`src/rtl/quantum_scheduler.sv`:
```
// Preemption timer and round-robin process selector: counts a programmable quantum
// while a user process runs, raises int_req on expiry and advances cur_pid on ack.
module quantum_scheduler #(
  parameter int QUANTUM_W       = 16,
  parameter int DEFAULT_QUANTUM = 1000,
  parameter int NPROC           = 4,
  parameter int PID_W           = 2
) (
  input  logic                 clock,
  input  logic                 reset,
  input  logic                 start,
  input  logic                 stop,
  input  logic                 resume,
  input  logic                 halt,
  input  logic                 quantum_we,
  input  logic [QUANTUM_W-1:0] quantum_in,
  input  logic                 active_we,
  input  logic [NPROC-1:0]     active_in,
  input  logic                 int_ack,
  output logic                 int_req,
  output logic [PID_W-1:0]     cur_pid,
  output logic [PID_W-1:0]     next_pid,
  output logic [QUANTUM_W-1:0] count,
  output logic                 busy
);

  typedef enum logic [1:0] {
    S_IDLE  = 2'd0,
    S_RUN   = 2'd1,
    S_PAUSE = 2'd2,
    S_PEND  = 2'd3
  } state_t;

  state_t                 state_q, state_d;
  logic [QUANTUM_W-1:0]   count_q, count_d;
  logic [QUANTUM_W-1:0]   quantum_q, quantum_d;
  logic [NPROC-1:0]       mask_q, mask_d;
  logic [PID_W-1:0]       cur_pid_q, cur_pid_d;
  logic [PID_W-1:0]       next_pid_s, idx_s;
  logic                   found_s;
  logic                   int_req_q, busy_q;

  // Round-robin search: first runnable slot after cur_pid, wrapping; else stay put.
  always_comb begin
    next_pid_s = cur_pid_q;
    idx_s      = cur_pid_q;
    found_s    = 1'b0;
    for (int i = 1; i < NPROC; i++) begin
      idx_s = PID_W'((int'(cur_pid_q) + i) % NPROC);
      if (!found_s && mask_q[idx_s]) begin
        next_pid_s = idx_s;
        found_s    = 1'b1;
      end else begin
        found_s    = found_s;
      end
    end
  end

  // Next-state logic; start always reloads the quantum held before any same-cycle write.
  always_comb begin
    state_d   = state_q;
    count_d   = count_q;
    cur_pid_d = cur_pid_q;
    case (state_q)
      S_IDLE: begin
        if (start) begin
          state_d = S_RUN;
          count_d = quantum_q;
        end else begin
          state_d = S_IDLE;
        end
      end
      S_RUN: begin
        if (stop) begin
          state_d = S_PAUSE;
        end else if (start) begin
          count_d = quantum_q;
        end else if (!halt && (count_q != {QUANTUM_W{1'b0}})) begin
          count_d = count_q - QUANTUM_W'(1);
          if (count_q == QUANTUM_W'(1)) begin
            state_d = S_PEND;
          end else begin
            state_d = S_RUN;
          end
        end else begin
          count_d = count_q;
        end
      end
      S_PAUSE: begin
        if (stop) begin
          state_d = S_PAUSE;
        end else if (start) begin
          state_d = S_RUN;
          count_d = quantum_q;
        end else if (resume) begin
          state_d = S_RUN;
        end else begin
          state_d = S_PAUSE;
        end
      end
      S_PEND: begin
        if (int_ack) begin
          state_d   = S_IDLE;
          cur_pid_d = next_pid_s;
        end else begin
          state_d   = S_PEND;
        end
      end
      default: begin
        state_d = S_IDLE;
        count_d = {QUANTUM_W{1'b0}};
      end
    endcase

    if (quantum_we) begin
      quantum_d = (quantum_in == {QUANTUM_W{1'b0}}) ? QUANTUM_W'(1) : quantum_in;
    end else begin
      quantum_d = quantum_q;
    end

    if (active_we) begin
      mask_d = active_in;
    end else begin
      mask_d = mask_q;
    end
  end

  // State and registered status outputs.
  always_ff @(posedge clock) begin
    if (reset) begin
      state_q   <= S_IDLE;
      count_q   <= {QUANTUM_W{1'b0}};
      quantum_q <= QUANTUM_W'(DEFAULT_QUANTUM);
      mask_q    <= NPROC'(1);
      cur_pid_q <= {PID_W{1'b0}};
      int_req_q <= 1'b0;
      busy_q    <= 1'b0;
    end else begin
      state_q   <= state_d;
      count_q   <= count_d;
      quantum_q <= quantum_d;
      mask_q    <= mask_d;
      cur_pid_q <= cur_pid_d;
      int_req_q <= (state_d == S_PEND);
      busy_q    <= (state_d == S_RUN) || (state_d == S_PAUSE);
    end
  end

  assign int_req  = int_req_q;
  assign busy     = busy_q;
  assign count    = count_q;
  assign cur_pid  = cur_pid_q;
  assign next_pid = next_pid_s;

endmodule
```
`config.mk`:
```
export PLATFORM = sky130hd
export DESIGN_NAME = quantum_scheduler
export DESIGN_NICKNAME = d
export VERILOG_FILES = /design/src/rtl/quantum_scheduler.sv
export SDC_FILE = /design/constraint.sdc
export NUM_CORES = 1
export LEC_CHECK = 0
export CORE_MARGIN = 8
export CORE_UTILIZATION = 25
export CTS_BUF_LIST = sky130_fd_sc_hd__clkbuf_4 sky130_fd_sc_hd__clkbuf_8
export DETAILED_ROUTE_END_ITERATION = 8
export PLACE_DENSITY = 0.43
export SYNTH_ARGS = -nofsm -noshare
export SYNTH_HDL_FRONTEND = slang
export SYNTH_SLANG_ARGS = --single-unit
export TNS_END_PERCENT = 20
```
`constraint.sdc`:
```
create_clock -name clock -period 2.4 [get_ports clock]
set_input_delay 0.48 -clock clock [delete_from_list [all_inputs] [get_ports clock]]
set_output_delay 0.48 -clock clock [all_outputs]
set_load 0.01 [all_outputs]
```
# [Word level (Yosys, flattened, before mapping)]
# Index checks and enable logic that the tools add are counted.
[op_classes] addsub=4 multipliers=0 n_div=0 order_cmp=3 n_eq_ne=10 shift=0 mux=28 bitwise=0 reduce_logical=13
[ops] cell="$mux 16" count=6
[ops] cell="$pmux 16 s3" count=1
[ops] cell="$mux 2" count=11
[ops] cell="$eq 16x1->1 const B" count=1
[ops] cell="$logic_not 16->1" count=1
[ops] cell="$reduce_bool 16->1" count=1
[ops] cell="$sub 16x1->16 const B" count=1
[ops] cell="$lt 2x3->1 const B" count=3
[ops] cell="$eq 2x2->1 const B" count=4
[ops] cell="$pmux 2 s4" count=1
[ops] cell="$bmux 1 s2" count=3
[ops] cell="$mux 1" count=6
[ops] cell="$add 2x2->2 const B" count=2
[ops] cell="$eq 2x1->1 const B" count=2
[ops] cell="$ne 2x2->1 const B" count=2
[ops] cell="$reduce_and 4->1" count=1
[ops] cell="$logic_and 1x1->1" count=3
[ops] cell="$logic_not 1->1" count=3
[ops] cell="$ne 3x3->1 const B" count=1
[ops] cell="$reduce_bool 3->1" count=1
[ops] cell="$add 2x1->2 const B" count=1
[ops] cell="$logic_not 2->1" count=1
[ops] cell="$reduce_and 2->1" count=1
[ops] cell="$logic_or 1x1->1" count=1
[totals] register_bits=42 latchBits=0 ramBits=0 rom_bits=0 in_bits=29 elab_cells=65 mem_count=0

# [Longest topological paths before layout]
# Gate-level depths: netlist of the first run.
[depth] word_depth=10 ltp_mapped=9 depth_no_buf=7

# [Least setup slack after synthesis of the first run]
# Ideal clock, no wire load.
[synth_timing] kind="reg2reg" from="reg count_q[0], in the netlist count[0]" to="reg count_q[12], in the netlist count[12]" setup_ns=0.071 t_arrival_ns=1.755 t_required_ns=2.329 path_slack_ns=0.574 path_stages_with_launch=8 n_path_buf=0 period_less_slack_ns=1.826 cell_sequence="dfxtp_1 inv_1 ha_1 or3b_1 nor4_1 nand4_1 a21o_1 a21oi_1"
[synth_via] elab_chain_cells=5
[synth_lines] element="start: declaration" line_no="35" source="logic [QUANTUM_W-1:0] count_q, count_d;"
[synth_lines] element="start signal: assignment" line_no="132" source="count_q <= {QUANTUM_W{1'b0}};"
[synth_lines] element="start signal: assignment" line_no="140" source="count_q <= count_d;"
[synth_lines] element="$sub 16x1->16" line_no="79" source="count_d = count_q - QUANTUM_W'(1);"
[synth_lines] element="$mux 16" line_no="78" source="end else if (!halt && (count_q != {QUANTUM_W{1'b0}})) begin"
[synth_lines] element="$mux 16" line_no="76" source="end else if (start) begin"
[synth_lines] element="$mux 16" line_no="74" source="if (stop) begin"
[synth_lines] element="$pmux 16 s3" line_no="64" source="case (state_q)"
# Parallel ways exist; a longest one is shown, timed or not. The select of a mux whose other input is x is not followed.
# A chain may end at the register's enable or synchronous reset.

# [Worst setup path after layout of the first run]
[layout_timing] from="reg cur_pid_q[0], in the netlist cur_pid[0]" to="out next_pid[0]"
[layout_via] elab_chain_cells=10
[layout_lines] element="start: declaration" line_no="38" source="logic [PID_W-1:0] cur_pid_q, cur_pid_d;"
[layout_lines] element="start signal: assignment" line_no="135" source="cur_pid_q <= {PID_W{1'b0}};"
[layout_lines] element="start signal: assignment" line_no="143" source="cur_pid_q <= cur_pid_d;"
[layout_lines] element="$add 2x1->2" line_no="49" source="idx_s = PID_W'((int'(cur_pid_q) + i) % NPROC);"
[layout_lines] element="$bmux 1 s2" line_no="50" source="if (!found_s && mask_q[idx_s]) begin"
[layout_lines] element="$mux 1 (not written as such)" line_no="50"
[layout_lines] element="$mux 1" line_no="50"
[layout_lines] element="$logic_not 1->1" line_no="50"
[layout_lines] element="$logic_and 1x1->1" line_no="50"
[layout_lines] element="$mux 1" line_no="50"
[layout_lines] element="$logic_not 1->1" line_no="50"
[layout_lines] element="$logic_and 1x1->1" line_no="50"
[layout_lines] element="$mux 2 *" line_no="50"
[layout_lines] element="end: declaration" line_no="22" source="output logic [PID_W-1:0] next_pid,"
# Every way passes the cells marked *; elsewhere a longest branch is shown, timed or not. The select of a mux whose other input is x is not followed.

==> results of run 1 <==
==> power breakdown <==
part	total (uW)	switching, uW	internal, uW	leakage [uW]
Clock	587	265	322	0.0000548
Sequential	804	56.8	748	0.000346
Combinational	493	233	260	0.000728
Total	1880	555	1330	0.00113
==> metal layers <==
layer / wire length (um) / GRT usage [%] / up-vias / part of all wire [%]
li1: - / - / 1060 / -
met1: 3220 / 14.8 / 959 / 51
met2: 2740 / 16.4 / 33 / 43
met3: 243 / 2.38 / 6 / 3.8
met4: 109 / 4.57 / 0 / 1.7
met5: 0 / 0 / - / 0
==> registers in the layout, summed over array words and instances, names as in the netlist <==
name / count
busy: 1
count: 16
cur_pid: 2
int_req: 1
mask_q: 4
quantum_q: 16
state_q: 2
==> synthesized netlist by cell type, drive strengths merged (8+ instances only) <==
cell type  count  area, sq um
nor2b         11         68.8
nor2          35          131
clkbuf        13         50.0
nand2         14         52.6
dfxtp         42          841
mux2i         16          160
nor3           8         40.0
nor4           8         50.1
a21oi         25          129
nand2b         8         50.1
o21ai         16         80.1
==> cells in the final DEF (no fill, tap or decap), types with 2 or more instances in the layout <==
| master | count |
|---|---|
| sky130_fd_sc_hd__nor2_1 | 35 |
| sky130_fd_sc_hd__or3b_1 | 3 |
| sky130_fd_sc_hd__ha_1 | 4 |
| sky130_fd_sc_hd__nand2b_1 | 8 |
| sky130_fd_sc_hd__nor2b_1 | 11 |
| sky130_fd_sc_hd__or2_2 | 3 |
| sky130_fd_sc_hd__o21ai_0 | 4 |
| sky130_fd_sc_hd__a31oi_1 | 3 |
| sky130_fd_sc_hd__clkbuf_8 | 5 |
| sky130_fd_sc_hd__o21ai_1 | 12 |
| sky130_fd_sc_hd__nand3_1 | 2 |
| sky130_fd_sc_hd__a211o_1 | 7 |
| sky130_fd_sc_hd__buf_4 | 14 |
| sky130_fd_sc_hd__nand2_1 | 14 |
| sky130_fd_sc_hd__nor3b_1 | 2 |
| sky130_fd_sc_hd__a21o_1 | 3 |
| sky130_fd_sc_hd__inv_1 | 5 |
| sky130_fd_sc_hd__clkdlybuf4s50_1 | 50 |
| sky130_fd_sc_hd__buf_12 | 2 |
| sky130_fd_sc_hd__nor3_1 | 8 |
| sky130_fd_sc_hd__a21oi_1 | 24 |
| sky130_fd_sc_hd__dfxtp_1 | 42 |
| sky130_fd_sc_hd__o21a_1 | 2 |
| sky130_fd_sc_hd__mux2i_1 | 16 |
| sky130_fd_sc_hd__nor4_1 | 8 |
| sky130_fd_sc_hd__o31ai_1 | 2 |
| sky130_fd_sc_hd__a41oi_1 | 2 |
==> path summary, 6_finish.rpt <==
kind	from	end	depth (start not counted)
setup / recovery	cur_pid[0]	next_pid[0]	4
hold reg to reg	quantum_q[11]	quantum_q[11]	2
hold / removal	quantum_q[11]	quantum_q[11]	2
setup reg to reg	count[9]	busy	7
==> critical path: cells and delay by family, from the launching register on <==
family / cells / cell delay (ns)
buffers and inverters: 2 / 0.68
flip-flops: 1 / 0.41
AO/OA/AOI/OAI: 2 / 0.40
==> cell families after synthesis <==
logic type	Yosys count	synth area share (%)
and+or+nand+nor	103	24.2
AOI/OAI and AO/OA	73	21.9
DFF	42	37.9
buffers and inverters	25	5.48
muxes	17	7.74
adders and majority gates	5	2.77
==> cell type report <==
type                    count  share of cell area, %
well taps                 108                   4.49
clock buffers               6                   2.54
flip-flops and latches     42                   28.0
inverters                   5                  0.624
clock inverters             2                   1.25
multi-input cells         198                   41.7
repair buffers             66                   21.5
==> stage by stage <==
stage	hold slack [ns]	TNS (ns)	area [sq um]	worst slack (ns)	util, %
6_report	0.508	0	3010	0.144	34.7
4_1_cts	0.512	0	3010	0.110	34.7
3_5_place_dp	0.487	-0.102	2890	-0.0450	33.3
3_3_place_gp	0.484	-0.00194	2890	-0.00194	33.3
5_1_grt	0.518	0	3010	0.0153	34.7
2_1_floorplan	0.458	0	2220	0.574	-
==> load_flow_metrics.sql, run 1 <==
INSERT INTO impl_metrics (metric_group, metric, value, unit) VALUES
('floorplan', 'floorplan.initialDensity', '25.5', '%'),
('route', 'wl_per_cell', '14.8', 'um'),
('logic_synthesis', 'post_synth_num_cell_types', '53', ''),
('logic_synthesis', 'async_reset_ff_share', '0', '%'),
('global_routing', 'globalRoute.totalOverflow', '0', ''),
('finish', 'drive_gt1_share', '11.0', '%'),
('route', 'drt-initial-drc-count', '86', ''),
('clock_network', 'cts.root.buffer_cell', 'sky130_fd_sc_hd__clkbuf_8', ''),
('logic_synthesis', 'number_of_flops_mapped_to_enable_cells_by_yosys', '0', ''),
('route', 'drt-total-wl', '6.31', 'mm'),
('sta', 'rsz0062_at_grt', 'false', ''),
('finish', 'area_used_by_multi_input_combinational_logic', '0.00125', 'sq mm'),
('clock_network', 'cts.repair_timing.setup_buffer_count', '0', ''),
('floorplan', 'die_y', '110', 'um'),
('sta', 'worst_slew_margin_rel', '57.2', '%'),
('critical_path', 'critical-path-max-stage-delay', '0.60', 'ns'),
('critical_path', 'setup.worst_path.class', 'flop to output port', ''),
('power_and_ir_drop', 'power.density', '626', 'mW/mm^2'),
('clock_network', 'cts-buffers-inserted', '5', ''),
('logic_synthesis', 'syn-mean-instance-area', '8.36', 'sq um'),
('sta', 'final_hold_violation_count', '0', ''),
('sta', 'timing_max_transition_violations_final', '0', ''),
('sta', 'worst_pin_slew', '0.636', 'ns'),
('critical_path', 'worstPathMaxFanout', '5', ''),
('power_and_ir_drop', 'peakVddDrop', '0.000211', 'V'),
('global_routing', 'grt_first_pass_wirelength', '10.3', 'mm'),
('clock_network', 'tritoncts', 'done', ''),
('placed_design', 'buffer_ports.inserted', '50', ''),
('finish', 'area_growth_syn_to_layout', '35.7', '%'),
('logic_synthesis', 'synth.ff_latch_count', '42', ''),
('placed_design', 'placedCellCount', '419', ''),
('placed_design', 'gp_congestion', '0.754', ''),
('global_routing', 'number_of_global_route_vias_before_repair', '2031', ''),
('sta', 'final.min_clock_period', '2.26', 'ns'),
('sta', 'timing.final.setup_violations', '0', ''),
('floorplan', 'ports_placed_on_the_boundary', '51', ''),
('power_and_ir_drop', 'power_leakage', '0.00113', 'uW'),
('critical_path', 'worst_ep_arrival_time', '1.78', 'ns'),
('finish', 'final_nets', '351', ''),
('clock_network', 'clock_latency_at_the_later_pin_of_the_worst_skew_pair', '0.29', 'ns'),
('run', 'drv.max_cap_violation_count', '0', ''),
('clock_network', 'clock_tree.buffer_depth', '2', ''),
('floorplan', 'placeable_core_area', '0.00868', 'sq mm'),
('route', 'detail-route-antenna-nets', '0', ''),
('route', 'routed_vias_inst', '4.82', ''),
('global_routing', 'maximum_number_of_pins_on_one_net_before_global_route_repair', '44', ''),
('critical_path', 'ff2ff_setup_slack', '0.39', 'ns'),
('finish', 'final_cells', '427', ''),
('logic_synthesis', 'yosysSeqAreaShare', '37.9', '%'),
('route', 'drtPass1Iterations', '5', ''),
('power_and_ir_drop', 'power.total', '1880', 'uW'),
('floorplan', 'fp.dieArea', '0.0121', 'sq mm'),
('sta', 'period_share', '94.0', '%'),
('global_routing', 'global_route.usage.total', '10.9', '%'),
('logic_synthesis', 'syn_inst', '265', ''),
('clock_network', 'cts_resized', '0', ''),
('route', 'post-route-drc-count', '0', ''),
('clock_network', 'cts.hold.buffers_added', '0', ''),
('floorplan', 'num_rows', '34', ''),
('route', 'via_count', '2058', ''),
('critical_path', 'worst_setup_path_end_kind', 'output port', ''),
('finish', 'area.sequential', '841', 'sq um'),
('logic_synthesis', 'synth_fp_nets', '298', ''),
('critical_path', 'required_time_of_the_critical_path', '1.92', 'ns'),
('critical_path', 'kind_of_launch_point_of_the_worst_setup_path', 'flop', ''),
('clock_network', 'cts.clk_slew.worst_paths', '0.09', 'ns'),
('logic_synthesis', 'synth_flop_cell', 'sky130_fd_sc_hd__dfxtp_1', ''),
('sta', 'max_freq', '443', 'MHz'),
('status', 'result_of_the_run', 'finished, final reports clean', ''),
('critical_path', 'cp_cell_sequence', 'inv_1 > a2bb2oi_1 > o221ai_1 > clkdlybuf4s50_1', ''),
('sta', 'clock_skew', '0.00613', 'ns'),
('global_routing', 'grt_antenna_before_repair', '0', ''),
('clock_network', 'cts_max_level', '2', ''),
('critical_path', 'slowest_stage', 'sky130_fd_sc_hd__clkdlybuf4s50_1', ''),
('floorplan', 'die_x', '110', 'um'),
('placed_design', 'dp_hpwl', '4.69', 'mm'),
('clock_network', 'clock_sinks', '42', ''),
('logic_synthesis', 'mappedNetlistArea', '0.00222', 'sq mm'),
('logic_synthesis', 'yosys_warnings', '0', ''),
('finish', 'filler_cells', '929', ''),
('min_path', 'hp-class', 'flop to flop', ''),
('finish', 'n_antenna_cell', '0', '');
Power figures use the tool's default switching activity.
==> inputs of run 2 (changes only) <==
- CTS_BUF_LIST: sky130_fd_sc_hd__clkbuf_4 sky130_fd_sc_hd__clkbuf_8 -> sky130_fd_sc_hd__clkbuf_4
- clock period: 2.4 -> 2.55 ns (I/O delays scaled with it)
==> run 2 against run 1 <==
Worst setup slack improved by 0.0063 ns. Sequential share of layout area is 0.75 points higher. Critical path depth stayed put. Via count barely moved. Largest power group unchanged. Wire length is 0.87% lower. Clock power shrank 25%. Utilization shrank 0.91 points. Die area is the same. Clock-buffer cell count down 1. Sequential power fell by 5.7%. Cell area down 2.6%. Critical endpoint unchanged.
==> load_flow_metrics.sql, run 2 (synthesis results as in run 1) <==
INSERT INTO impl_metrics (metric_group, metric, value, unit) VALUES
('critical_path', 'critical_path.n_buffers_inverters', '2', ''),
('global_routing', 'grt_first_pass_wirelength', '10.4', 'mm'),
('route', 'post-route-drc-count', '0', ''),
('finish', 'area.sequential', '841', 'sq um'),
('floorplan', 'die_y', '110', 'um'),
('min_path', 'startpoint_of_the_tightest_hold_check_path', 'quantum_q[0]', ''),
('critical_path', 'worstPathMaxFanout', '5', ''),
('placed_design', 'buffer_ports.inserted', '50', ''),
('floorplan', 'die_x', '110', 'um'),
('finish', 'filler_cells', '961', ''),
('critical_path', 'ff2ff_setup_slack', '0.45', 'ns'),
('power_and_ir_drop', 'power.total', '1640', 'uW'),
('clock_network', 'cts.hold.buffers_added', '0', ''),
('critical_path', 'reg2reg_to', 'count[12]', ''),
('power_and_ir_drop', 'peakVddDrop', '0.000208', 'V'),
('clock_network', 'clock_sinks', '42', ''),
('floorplan', 'floorplan.initialDensity', '25.5', '%'),
('status', 'result_of_the_run', 'finished, final reports clean', ''),
('critical_path', 'setup.worst_path.end', 'next_pid[0]', ''),
('placed_design', 'gp_congestion', '0.727', ''),
('floorplan', 'fp.dieArea', '0.0121', 'sq mm'),
('finish', 'area_growth_syn_to_layout', '32.2', '%'),
('route', 'drt-total-wl', '6.26', 'mm'),
('power_and_ir_drop', 'netSwitchingFraction', '30.8', '%'),
('power_and_ir_drop', 'p_switching', '505', 'uW'),
('sta', 'timing.final.setup_violations', '0', ''),
('floorplan', 'num_rows', '34', ''),
('finish', 'area_used_by_multi_input_combinational_logic', '0.00125', 'sq mm'),
('power_and_ir_drop', 'cell_internal_pwr', '1140', 'uW'),
('finish', 'commonest_non_fill_non_tap_cell_in_the_layout', 'sky130_fd_sc_hd__clkdlybuf4s50_1', ''),
('critical_path', 'worst_r2r_startpoint', 'count[1]', ''),
('critical_path', 'slowest_stage', 'sky130_fd_sc_hd__clkdlybuf4s50_1', ''),
('sta', 'max_freq', '417', 'MHz'),
('power_and_ir_drop', 'comb_power_share', '27.0', '%'),
('floorplan', 'placeable_core_area', '0.00868', 'sq mm'),
('power_and_ir_drop', 'power.density', '560', 'mW/mm^2'),
('power_and_ir_drop', 'power_leakage', '0.00109', 'uW'),
('critical_path', 'crit_cells', '4', ''),
('route', 'wl_per_cell', '14.8', 'um'),
('sta', 'finalSetupTns', '0', 'ns'),
('route', 'drt-initial-drc-count', '112', ''),
('critical_path', 'worst_r2r_path_depth', '7', ''),
('critical_path', 'cp_cell_sequence', 'inv_1 > a2bb2oi_1 > o221ai_1 > clkdlybuf4s50_1', ''),
('global_routing', 'number_of_global_route_vias_before_repair', '2035', ''),
('clock_network', 'cts.repair_timing.setup_buffer_count', '0', ''),
('run', 'drv.max_cap_violation_count', '0', ''),
('global_routing', 'grt_antenna_before_repair', '1', ''),
('clock_network', 'tritoncts', 'done', ''),
('clock_network', 'cts_resized', '0', ''),
('clock_network', 'cts_max_level', '2', ''),
('min_path', 'hp-class', 'flop to flop', ''),
('sta', 'final.min_clock_period', '2.40', 'ns'),
('power_and_ir_drop', 'power.share.clock', '26.8', '%'),
('sta', 'clock_skew', '0.0186', 'ns'),
('sta', 'rsz0062_at_grt', 'false', ''),
('clock_network', 'cts.root.buffer_cell', 'sky130_fd_sc_hd__clkbuf_4', ''),
('floorplan', 'ports_placed_on_the_boundary', '51', ''),
('finish', 'final_nets', '345', ''),
('sta', 'period_share', '94.1', '%'),
('sta', 'worst_pin_slew', '0.579', 'ns'),
('clock_network', 'clock_latency_at_the_later_pin_of_the_worst_skew_pair', '0.37', 'ns'),
('finish', 'drive_gt1_share', '9.27', '%'),
('critical_path', 'required_time_of_the_critical_path', '2.04', 'ns'),
('clock_network', 'clock_tree.buffer_depth', '2', ''),
('finish', 'most-common-layout-cells', 'sky130_fd_sc_hd__clkdlybuf4s50_1 (50), sky130_fd_sc_hd__dfxtp_1 (42), sky130_fd_sc_hd__nor2_1 (35)', ''),
('critical_path', 'kind_of_launch_point_of_the_worst_setup_path', 'flop', ''),
('route', 'via_count', '2056', ''),
('power_and_ir_drop', 'sequentialPowerShare', '46.2', '%'),
('critical_path', 'critPathTopFamily', 'buffers and inverters', ''),
('critical_path', 'worst_setup_path_startpoint', 'cur_pid[0]', ''),
('global_routing', 'maximum_number_of_pins_on_one_net_before_global_route_repair', '44', ''),
('critical_path', 'setup.worst_path.class', 'flop to output port', ''),
('clock_network', 'cts-buffers-inserted', '5', ''),
('clock_network', 'cts.clk_slew.worst_paths', '0.14', 'ns'),
('placed_design', 'dp_hpwl', '4.60', 'mm'),
('sta', 'final_hold_violation_count', '0', ''),
('route', 'routed_vias_inst', '4.87', ''),
('global_routing', 'globalRoute.totalOverflow', '0', ''),
('sta', 'worst_slew_margin_rel', '61.0', '%'),
('route', 'detail-route-antenna-nets', '0', ''),
('global_routing', 'global_route.usage.total', '10.7', '%'),
('critical_path', 'worst_setup_path_end_kind', 'output port', ''),
('route', 'drtPass1Iterations', '4', ''),
('sta', 'timing_max_transition_violations_final', '0', ''),
('critical_path', 'worst_ep_arrival_time', '1.89', 'ns'),
('critical_path', 'critical-path-max-stage-delay', '0.60', 'ns');
-- run 2: cell count changes in the layout (fill, tap and decap cells not counted), sizes merged --
cell | previous run | this run
diode | 0 | 1
clkinv | 0 | 2
clkbuf | 6 | 5
buf | 16 | 10
clkinvlp | 1 | 0
-- run 2: worst min-delay path, stage by stage, from the launching register on --
cell and delay, ns:
sky130_fd_sc_hd__dfxtp_1 0.33, sky130_fd_sc_hd__nor2_1 0.08, sky130_fd_sc_hd__a211oi_1 0.05
-- run 2: final cells by class --
type | instances | area share [%]
repair buffers | 60 | 20.5
clock inverters | 3 | 1.37
inverters | 5 | 0.641
well taps | 108 | 4.61
diodes | 1 | 0.0854
multi-input cells | 198 | 42.8
flip-flops and latches | 42 | 28.7
clock buffers | 5 | 1.28
-- run 2: metrics by stage --
stage / setup WS, ns / hold slack (ns) / instances / area, sq um / util (%)
3_5_place_dp: 0.0372 / 0.476 / 413 / 2850 / 32.8
5_1_grt: 0.0452 / 0.549 / 422 / 2930 / 33.8
3_3_place_gp: 0.0880 / 0.476 / 413 / 2850 / 32.8
4_1_cts: 0.135 / 0.494 / 421 / 2930 / 33.7
2_1_floorplan: 0.724 / 0.458 / 265 / 2220 / -
6_report: 0.151 / 0.492 / 422 / 2930 / 33.8
-- run 2: how the worst min path moves through the flow --
stage / to / slack (ns) / cells after the start
global placement: quantum_q[0] / 0.48 / 2
CTS: quantum_q[0] / 0.49 / 2
floorplan: quantum_q[0] / 0.46 / 2
detailed placement: quantum_q[0] / 0.48 / 2
global route: quantum_q[0] / 0.55 / 2
finish: quantum_q[0] / 0.49 / 2
-- run 2: power groups by stage --
stage / registers, uW / clock network (uW) / logic (uW)
global route: 767 / 484 / 494
global placement: 772 / 0 / 446
finish: 758 / 439 / 443
CTS: 758 / 456 / 446
floorplan: 764 / 0 / 263
detailed placement: 773 / 0 / 444
-- run 2: metal layers --
layer  wire length, um  GRT usage (%)  up-vias
met5                 0              0        -
met3               311           2.33        6
met2              2740           16.0       50
met4                91           4.00        0
met1              3120           14.8      949
li1                  -              -     1051
